==> src/rtl/radix2_divider.sv <==
// Multi-cycle radix-2 restoring divider for DIV/DIVU/REM/REMU, one quotient bit per cycle.
// Quotient and remainder are produced together and held until the next accepted start.
module radix2_divider #(
  parameter int BIT_WIDTH = 32
) (
  input  logic                 CLK,
  input  logic                 nRST,
  input  logic                 start,
  input  logic                 is_signed,
  input  logic [BIT_WIDTH-1:0] dividend,
  input  logic [BIT_WIDTH-1:0] divisor,
  output logic                 busy,
  output logic                 finished,
  output logic [BIT_WIDTH-1:0] quotient,
  output logic [BIT_WIDTH-1:0] remainder,
  output logic [1:0]           dbg_state
);

  localparam int W  = BIT_WIDTH;
  localparam int CW = $clog2(BIT_WIDTH);
  localparam logic [W-1:0] INT_MIN = {1'b1, {(W-1){1'b0}}};

  // Handshake: start is sampled only while busy=0; finished is a one-cycle pulse
  // in DONE, and quotient/remainder are valid from that cycle until the next accepted start.
  typedef enum logic [1:0] {
    IDLE   = 2'd0,
    DIVIDE = 2'd1,
    FIXUP  = 2'd2,
    DONE   = 2'd3
  } state_t;

  state_t        state_q, state_d;
  logic [W-1:0]  rem_q, shift_q, dsr_q, quo_q, rmd_q;
  logic [CW-1:0] cnt_q;
  logic          neg_q_q, neg_r_q;

  logic          a_neg, b_neg, div_zero, ovf, ge;
  logic [W-1:0]  a_mag, b_mag, diff;

  always_comb begin
    a_neg    = is_signed & dividend[W-1];
    b_neg    = is_signed & divisor[W-1];
    a_mag    = a_neg ? -dividend : dividend;
    b_mag    = b_neg ? -divisor : divisor;
    div_zero = (divisor == '0);
    ovf      = is_signed && (dividend == INT_MIN) && (divisor == '1);
    // The shifted partial remainder needs W+1 bits; the true difference always fits in W.
    ge       = ({rem_q, shift_q[W-1]} >= {1'b0, dsr_q});
    diff     = {rem_q[W-2:0], shift_q[W-1]} - dsr_q;
  end

  always_ff @(posedge CLK or negedge nRST) begin
    if (!nRST) state_q <= IDLE;
    else       state_q <= state_d;
  end

  always_comb begin
    state_d   = state_q;
    busy      = (state_q != IDLE);
    finished  = (state_q == DONE);
    dbg_state = state_q;
    case (state_q)
      IDLE:    if (start) state_d = (div_zero || ovf) ? DONE : DIVIDE;
      DIVIDE:  if (cnt_q == '0) state_d = FIXUP;
      FIXUP:   state_d = DONE;
      DONE:    state_d = IDLE;
      default: state_d = IDLE;
    endcase
  end

  always_ff @(posedge CLK or negedge nRST) begin
    if (!nRST) begin
      rem_q   <= '0;
      shift_q <= '0;
      dsr_q   <= '0;
      quo_q   <= '0;
      rmd_q   <= '0;
      cnt_q   <= '0;
      neg_q_q <= 1'b0;
      neg_r_q <= 1'b0;
    end else begin
      case (state_q)
        IDLE: begin
          if (start) begin
            neg_q_q <= a_neg ^ b_neg;
            neg_r_q <= a_neg;
            rem_q   <= '0;
            shift_q <= a_mag;
            dsr_q   <= b_mag;
            cnt_q   <= CW'(BIT_WIDTH - 1);
            if (div_zero) begin
              quo_q <= '1;
              rmd_q <= dividend;
            end else if (ovf) begin
              quo_q <= INT_MIN;
              rmd_q <= '0;
            end
          end
        end
        DIVIDE: begin
          cnt_q   <= cnt_q - CW'(1);
          shift_q <= {shift_q[W-2:0], ge};
          rem_q   <= ge ? diff : {rem_q[W-2:0], shift_q[W-1]};
        end
        FIXUP: begin
          quo_q <= neg_q_q ? -shift_q : shift_q;
          rmd_q <= neg_r_q ? -rem_q : rem_q;
        end
        default: ;
      endcase
    end
  end

  assign quotient  = quo_q;
  assign remainder = rmd_q;

endmodule

==> config.mk <==
export PLATFORM = sky130hd
export DESIGN_NAME = radix2_divider
export DESIGN_NICKNAME = d
export VERILOG_FILES = /design/src/rtl/radix2_divider.sv
export SDC_FILE = /design/constraint.sdc
export NUM_CORES = 1
export LEC_CHECK = 0
export CAP_MARGIN = 10
export CORE_MARGIN = 3
export CORE_UTILIZATION = 65
export CTS_CLUSTER_DIAMETER = 50
export DETAILED_ROUTE_END_ITERATION = 10
export DONT_BUFFER_PORTS = 1
export PLACE_DENSITY = 0.79
export SYNTH_ARGS = -nofsm -noshare
export SYNTH_HDL_FRONTEND = slang
export SYNTH_SLANG_ARGS = --single-unit
==> constraint.sdc <==
create_clock -name CLK -period 3.4 [get_ports CLK]
set_clock_uncertainty 0.1 [all_clocks]
set_input_delay 0.68 -clock CLK [delete_from_list [all_inputs] [get_ports CLK]]
set_output_delay 0.68 -clock CLK [all_outputs]
set_load 0.05 [all_outputs]
Word-level counts from Yosys, hierarchy flattened
Cells that the tools add are included.

$add $sub $neg: 6. $mul: 0. Div/mod/pow operators: 0. Magnitude comparators: 1. Equality and inequality tests: 8. Shifts and indexed selects: 0. Mux-type cells: 23. Bitwise operators: 3. Reductions and logical operators: 13.

Operators with widths (number): $mux 32 (13); $pmux 32 s2 (4); $neg 32->32 (4); $eq 32x32->1 const B (2); $ge 33x32->1 (1); $logic_not 32->1 (1); $sub 32x32->32 (1); $pmux 5 s2 (1); $pmux 2 s4 (1); $mux 2 (3); $reduce_and 2->1 (3); $reduce_bool 2->1 (3); $logic_not 5->1 (1); $mux 5 (1); $sub 5x1->5 const B (1); $eq 2x2->1 const B (2); $ne 2x2->1 const B (2); $ne 3x3->1 const B (1); $reduce_and 3->1 (1); $and 1x1->1 (2); $eq 2x1->1 const B (1); $logic_and 1x1->1 (2); $logic_not 2->1 (1); $logic_or 1x1->1 (1); $xor 1x1->1 (1).

Flip-flop bits (word level): 169. Latch bits: 0. Bits in writable memories: 0. Bits in read-only memories: 0. Output and inout bits: 68. Word-level logic and storage cells: 63. Memories: 0.

Depth between registers and ports, before layout
Gate-level depths: netlist of the first run.

Word-level depth: 7. Depth in mapped cells: 13.

Worst setup path before layout of the first run
No wires, ideal clock.

Kind: input-to-reg. From: input port dividend[2]. To: register rmd_q[20], in the netlist remainder[20]. Setup time: 0.135 ns. Data arrival time: 3.053 ns. Data required time: 3.165 ns. Setup slack: 0.112 ns. Cell stages on the path: 12. Path buffers: 3. Cells stage by stage: or3_1 > nor3b_1 > nand3_1 > or3_1 > nor2_2 > a211o_1 > o21ai_1 > buf_2 > buf_2 > buf_2 > nand2_1 > o21ai_0.

Longest elaborated chain between the ends: 5.

RTL lines: from (decl) (line 10) `input logic [BIT_WIDTH-1:0] dividend,`; $eq 32x32->1 (line 46) `ovf = is_signed && (dividend == INT_MIN) && (divisor == '1);`; $logic_and 1x1->1 (2 in a row) (line 46); $ne 3x3->1 (no source line); $reduce_and 3->1 (no source line); to (signal assigned) (line 93) `rmd_q <= dividend;`; to (signal assigned) (line 107) `rmd_q <= neg_r_q ? -rem_q : rem_q;`; to (decl) (line 33) `logic [W-1:0] rem_q, shift_q, dsr_q, quo_q, rmd_q;`.

No other way between the ends. A chain may end at the register's enable or synchronous reset.

Worst setup path in the final report of the first run
From: register shift_q[5]. To: register quo_q[28], in the netlist quotient[28].

Longest elaborated chain between the ends: 3.

RTL lines: from (decl) (line 33); from (signal assigned) (line 88) `shift_q <= a_mag;`; from (signal assigned) (line 102) `shift_q <= {shift_q[W-2:0], ge};`; $neg 32->32 (line 106) `quo_q <= neg_q_q ? -shift_q : shift_q;`; $mux 32 (line 106); $pmux 32 s2 (line 82) `case (state_q)`; to (signal assigned) (line 106); to (decl) (line 33).

No other way between the ends.

==> out/summary.txt, run 1 <==
Status: finished with violations
Failing checks: hold timing
Clk pwr share: 13.1%
Fin worst setup slack: 0.152 ns
Reg-to-reg slack, setup: 0.15 ns
Reg2Reg Depth: 9
Die Wd: 140 um
Yosys cell types: 65
Slew HR: 33.4%
Setup crit end kind: flip-flop
Synthesized Nets: 1534
R2r endpoint: quotient[28]
Post-DRT Antenna Nets: 0
CTS buffer count: 17
Comb pwr share: 53.2%
DP Worst Slack: 0.0716 ns
Worst skew pair latency: 0.43 ns
Avg Cell Area, Syn: 8.23 um2
Final hold vios: 169
Least-Margin Pin Slew: 1.00 ns
Die area: 0.0197 mm2
Psw: 0.00735 W
Row cnt: 48
Worst reg2reg startpoint: shift_q[5]
FMAX: 308 MHz
Lkg Pwr: 5.56 nW
Min-delay worst type: primary input to async pin
Postcts setup bufs: 0
Setup TNS: 0 ns
CP Launch Type: flip-flop
Number of synthesized flops with an enable pin: 0
WL final: 29000 um
# setup viols final: 0
Post-route DRC: 0
TritonRoute pass-1 iters: 5
Total number of vias: 10200
Synth async-reset ratio: 100%
Predominant post-synthesis flop cell: dfrtp_1
Max-cap viol count: 0
CP bufs+invs: 0
RSZ-0062 raised after global routing: false
Max rail drop VDD: 0.000563 V
Share of cells above drive strength 1: 6.45%
Core ar.: 0.0175 mm2
Crit path required time: 3.62 ns
GRT overflow: 0
DRT iter0 DRCs: 872
Yosys warns: 0
Die Ht: 140 um
Final hold slack: -0.157 ns
Final period util: 95.5%
Placer Congestion: 0.968
CP Cell Sequence: or3_1 -> or3_1 -> or3_4 -> or2_4 -> or4_4 -> o31ai_4 -> xor2_1 -> a211oi_1 -> a21o_1
Clk buf depth: 2
Max stage delay on crit path: 0.53 ns
GRT Overall Usage: 29.7%
P&R area growth vs syn: 7.87%
Cell Pwr Density: 1160 mW/mm2
CP dominant cell by count: or3_1
Largest net degree at the start of global routing: 170
Final HPWL DP: 21400 um
Ports: 136
Final min period: 3.25 ns
CP delay by family, top: simple AND/OR/NAND/NOR gates
Switching share of power: 50.2%
Internal: 0.00728 W
Global-route wire length before repair: 48400 um
Vias in the first global route: 9858
Max Slew Vio Count: 0
WP data arrival: 3.47 ns
ANT cells: 0
TritonCTS clock tree: built
Initial antenna violation count: 0
Seq/Total Area, Yosys: 36.1%
#FFs+latches synth: 169
Sequential share of power: 33.7%
H-tree lvl count: 4
Slowest-stage cell, CP: or4_4
Final Net Count: 1511
Clock Tree Root: clkbuf_16
WL/cell: 17.7 um
WS Path Type: flip-flop to flip-flop
Synth Cell Area: 0.0117 mm2
Crit Path Max Fanout: 5
Clock transition at path regs: 0.06 ns
Synth Instances: 1422
I/O Buffers: 0
Starting Density: 67.0%
Number of clock sinks: 169
Vias per cell: 6.25
-- cells in the final DEF, fill, tap and decap left out, types with 17 or more instances in the layout --
cell / netlist / layout
or3_1: 17 / 17
inv_1: 61 / 61
a211oi_1: 27 / 27
clkbuf_16: 0 / 17
mux2i_1: 19 / 19
o21ai_0: 183 / 183
nor3_1: 18 / 18
xor2_1: 58 / 58
xnor2_1: 84 / 84
nor2_1: 80 / 80
dfrtp_1: 169 / 169
o31ai_1: 29 / 29
a21o_1: 48 / 48
ha_1: 43 / 41
a22oi_1: 28 / 28
nand2_1: 203 / 202
buf_4: 0 / 38
a21oi_1: 101 / 99
-- sequential cells by signal (all words and copies together) (netlist names) --
register / count
neg_q_q: 1
neg_r_q: 1
dsr_q: 32
cnt_q: 5
dbg_state: 2
shift_q: 32
quotient: 32
remainder: 32
rem_q: 32
-- routing by layer --
layer / GRT usage, % / part of all wire (%) / vias to the layer above
met3: 3.96 / 5.8 / 69
met2: 51.1 / 49 / 356
met1: 38.6 / 42 / 4783
met4: 10.6 / 2.9 / 0
met5: 0 / 0 / -
li1: - / - / 5011
-- cell usage after synthesis, drive strengths merged, types with 3 or more instances --
library cell | count | area share (%)
a211o | 3 | 0.22
a211oi | 27 | 1.7
a21o | 48 | 3.1
a21oi | 101 | 4.3
a221oi | 4 | 0.30
a22oi | 28 | 1.8
a31oi | 6 | 0.32
and2 | 6 | 0.32
and3 | 3 | 0.16
buf | 17 | 0.67
clkbuf | 66 | 2.1
dfrtp | 169 | 36
ha | 43 | 4.6
inv | 61 | 2.0
mux2i | 19 | 1.6
nand2 | 203 | 6.5
nand2b | 14 | 0.75
nand3 | 14 | 0.60
nand4 | 12 | 0.64
nor2 | 81 | 2.6
nor2b | 4 | 0.21
nor3 | 18 | 0.77
nor3b | 3 | 0.19
nor4 | 12 | 0.75
o21a | 6 | 0.38
o21ai | 193 | 8.3
o21bai | 3 | 0.19
o22ai | 6 | 0.32
o31ai | 32 | 2.3
o41ai | 17 | 1.3
or3 | 18 | 1.0
or4 | 15 | 1.0
xnor2 | 84 | 6.3
xor2 | 58 | 4.3
-- kinds of logic after synthesis --
| logic type | synth area share [%] |
|---|---|
| AOI/OAI and AO/OA | 25.7 |
| xor gates and xnor gates | 10.6 |
| adders and majority gates | 4.77 |
| buffers and inverters | 4.75 |
| DFF | 36.1 |
| muxes | 1.82 |
| and+or+nand+nor | 16.2 |
-- final cells by class --
cell class	instances	area, um2
fill	1352	4850
sequential	169	4230
clock inverter	9	126
tap	225	282
clock buffer	21	440
inverter	61	229
timing repair buffer	41	345
multi-input combinational	1109	6970
-- per-stage QoR --
| step | cell area [um2] | total power [W] | util [%] | hold slack [ns] | cells |
|---|---|---|---|---|---|
| floorplan | 11700 | 0.0106 | - | 0.284 | 1422 |
| global placement | 12000 | 0.0123 | 68.9 | 0.289 | 1605 |
| detailed placement | 12000 | 0.0126 | 68.9 | 0.288 | 1605 |
| CTS | 12600 | 0.0145 | 72.2 | -0.161 | 1635 |
| global route | 12600 | 0.0158 | 72.2 | -0.167 | 1635 |
| finish | 12600 | 0.0146 | 72.2 | -0.157 | 1635 |
-- how the worst max path moves through the flow --
stage                start       endpoint  slack (ns)  cells after the start
3_3_place_gp   shift_q[31]      rem_q[24]        0.12                     13
3_5_place_dp   dividend[6]   remainder[0]        0.07                     10
6_report        shift_q[5]   quotient[28]        0.15                      9
5_1_grt         shift_q[5]   quotient[30]        0.02                      9
4_1_cts        shift_q[31]      rem_q[24]        0.08                     13
2_1_floorplan  dividend[2]  remainder[20]        0.11                     12
-- power by group through the flow --
stage	sequential, W	combinational (W)	clock [W]
3_5_place_dp	0.00495	0.00761	0
6_report	0.00493	0.00778	0.00191
2_1_floorplan	0.00464	0.00597	0
5_1_grt	0.00505	0.00875	0.00200
3_3_place_gp	0.00490	0.00740	0
4_1_cts	0.00492	0.00770	0.00192
-- what timing repair did --
item,4_1_cts,5_1_grt
hold endpoints to repair,169,169
endpoints found under the setup margin,0,3
resized for setup,0,3
No activity file was read; power rests on OpenSTA's default activity.
==> run 2: changes to the inputs <==
CORE_UTILIZATION = 38   (was 65)
PLACE_DENSITY = 0.54   (was 0.79)
==> run 2 against run 1 <==
  * The flow still finishes with violations (hold timing)
  * Critical endpoint unchanged
  * Highest routed layer unchanged
  * Sequential power about the same
  * Via count decreased by 2.4%
  * Worst hold slack got worse by 0.0021 ns
  * Total power increased by 1.6%
  * Clock power about the same
  * Critical path type unchanged
  * Fmax increased by 1.2%
  * Routed wire length increased by 10%
==> out/summary.txt, run 2 (synthesis gave the netlist of run 1 again) <==
CP bufs+invs: 0 (unchanged)
Postcts setup bufs: 0 (unchanged)
Clk buf depth: 2 (unchanged)
Crit path required time: 3.62 ns (about the same)
Final HPWL DP: 24400 um (+14%)
Global-route wire length before repair: 52600 um (+8.7%)
Placer Congestion: 0.875 (-9.6%)
TritonCTS clock tree: built
Share of cells above drive strength 1: 8.09% (+1.6 points)
Slowest-stage cell, CP: or4_4
CTS buffer count: 17 (unchanged)
WL final: 32000 um (+10%)
Max rail drop VDD: 0.000461 V (-18%)
Die Ht: 181 um (+29%)
RSZ-0062 raised after global routing: false
Max-cap viol count: 0 (unchanged)
Die area: 0.0329 mm2 (+68%)
Row cnt: 63 (+31%)
Min-delay worst type: primary input to async pin
Status: finished with violations
WP data arrival: 3.43 ns (-0.04 ns)
Vias per cell: 5.47 (-12%)
ANT cells: 0 (unchanged)
Die Wd: 181 um (+29%)
CP delay by family, top: simple AND/OR/NAND/NOR gates
CP dominant cell by count: or3_1
Cell Pwr Density: 1150 mW/mm2 (-1.2%)
WS Path Type: flip-flop to flip-flop
H-tree lvl count: 4 (unchanged)
Least-Margin Pin Slew: 0.932 ns (-0.0676 ns)
Core ar.: 0.0300 mm2 (+72%)
Max stage delay on crit path: 0.53 ns (about the same)
Failing checks: hold timing
Final period util: 94.4% (-1.1 points)
Final min period: 3.21 ns (-0.0382 ns)
Clock transition at path regs: 0.07 ns (about the same)
Initial antenna violation count: 1 (+1)
Clock Tree Root: clkbuf_16
Total number of vias: 9971 (-2.4%)
CP Cell Sequence: or3_1 -> or3_1 -> or3_4 -> or2_4 -> or4_4 -> o31ai_4 -> xor2_1 -> a211oi_1 -> a21o_1
Fin worst setup slack: 0.190 ns (+0.0382 ns)
WL/cell: 17.6 um (-1.0%)
GRT Overall Usage: 19.4% (-10 points)
Slew HR: 37.9% (+4.5 points)
DP Worst Slack: 0.113 ns (+0.0417 ns)
Fin util: 43.2% (-29 points)
Number of clock sinks: 169 (unchanged)
Lkg Pwr: 5.67 nW (+1.9%)
FMAX: 312 MHz (+1.2%)
Crit Path Max Fanout: 5 (unchanged)
Final Net Count: 1532 (+1.4%)
Starting Density: 39.0% (-28 points)
Max Slew Vio Count: 0 (unchanged)
Post-route DRC: 0 (unchanged)
GRT overflow: 0 (unchanged)
I/O Buffers: 0 (unchanged)
Largest net degree at the start of global routing: 170 (unchanged)
Worst skew pair latency: 0.43 ns (about the same)
DRT iter0 DRCs: 580 (-33%)
P&R area growth vs syn: 10.9%
Final hold vios: 169 (unchanged)
CP Launch Type: flip-flop
Ports: 136 (unchanged)
# setup viols final: 0 (unchanged)
Setup TNS: 0 ns (unchanged)
Commonest non-fill, non-tap cells in the layout: 202 x nand2_1, 183 x o21ai_0, 169 x dfrtp_1
Vias in the first global route: 9727 (-1.3%)
TritonRoute pass-1 iters: 5 (unchanged)
Commonest non-fill, non-tap cell in the layout: nand2_1
Setup crit end kind: flip-flop
Post-DRT Antenna Nets: 0 (unchanged)
Final hold slack: -0.159 ns (-0.00206 ns)
## run 2: cell types whose count changed in the layout (fill, tap and decap cells not counted), moves of 2 or more
| cell | before | now |
|---|---|---|
| buf_4 | 38 | 59 |
| clkbuf_1 | 4 | 0 |
| inv_6 | 0 | 4 |
| bufinv_16 | 3 | 1 |
## run 2: worst reg2reg max path: stages (launching register included)
cell and delay, ns:
dfrtp_1 0.44, or3_1 0.37, or3_1 0.33, or3_4 0.41
or2_4 0.29, or4_4 0.54, o31ai_4 0.24, xor2_1 0.16
a211oi_1 0.08, a21o_1 0.16
## run 2: cell type report
cell class / instances / area [um2]
Clock buffer: 17 / 425
Clock inverter: 15 / 145
Fill cell: 2968 / 17100
Inverter: 61 / 229
Multi-Input combinational cell: 1109 / 6960
Sequential cell: 169 / 4230
Tap cell: 390 / 488
Timing Repair Buffer: 62 / 503
## run 2: worst paths after layout
path                       cells past startpoint            to   startpoint  slack [ns]
setup / recovery                               9  quotient[28]   shift_q[5]        0.19
hold / removal                                 0   quotient[2]         nRST       -0.16
setup reg to reg                               9  quotient[28]   shift_q[5]        0.19
hold reg to reg                                2     dsr_q[14]    dsr_q[14]        0.38
max in group asynchronous                      0     dsr_q[22]         nRST        3.11
min in group CLK                               2     dsr_q[31]  divisor[31]        0.29
## run 2: metal layers
metal  vias to the layer above  global-route usage (%)  share of wire, %
met2                       212                    31.8                46
met5                         -                       0                 0
met3                        31                    2.96               4.2
met4                         0                    5.00               1.7
li1                       5062                       -                 -
met1                      4666                    27.0                48
## run 2: timing repair
action	4_1_cts	5_1_grt
resized for setup	0	1
endpoints found under the hold margin	169	169
setup endpoints to repair	0	4
## run 2: power by group
group | switching, W | internal (W)
Sequential | 0.00202 | 0.00288
Combinational | 0.00464 | 0.00341
Clock | 0.000898 | 0.00103
## run 2: per-stage QoR
stage               hold WS, ns  total power, W  std cells  area (um2)
global route             -0.188          0.0162       1823       13000
CTS                      -0.183          0.0149       1823       13000
global placement          0.288          0.0129       1791       12400
detailed placement        0.288          0.0130       1791       12400
finish                   -0.159          0.0149       1823       13000
floorplan                 0.284          0.0106       1422       11700
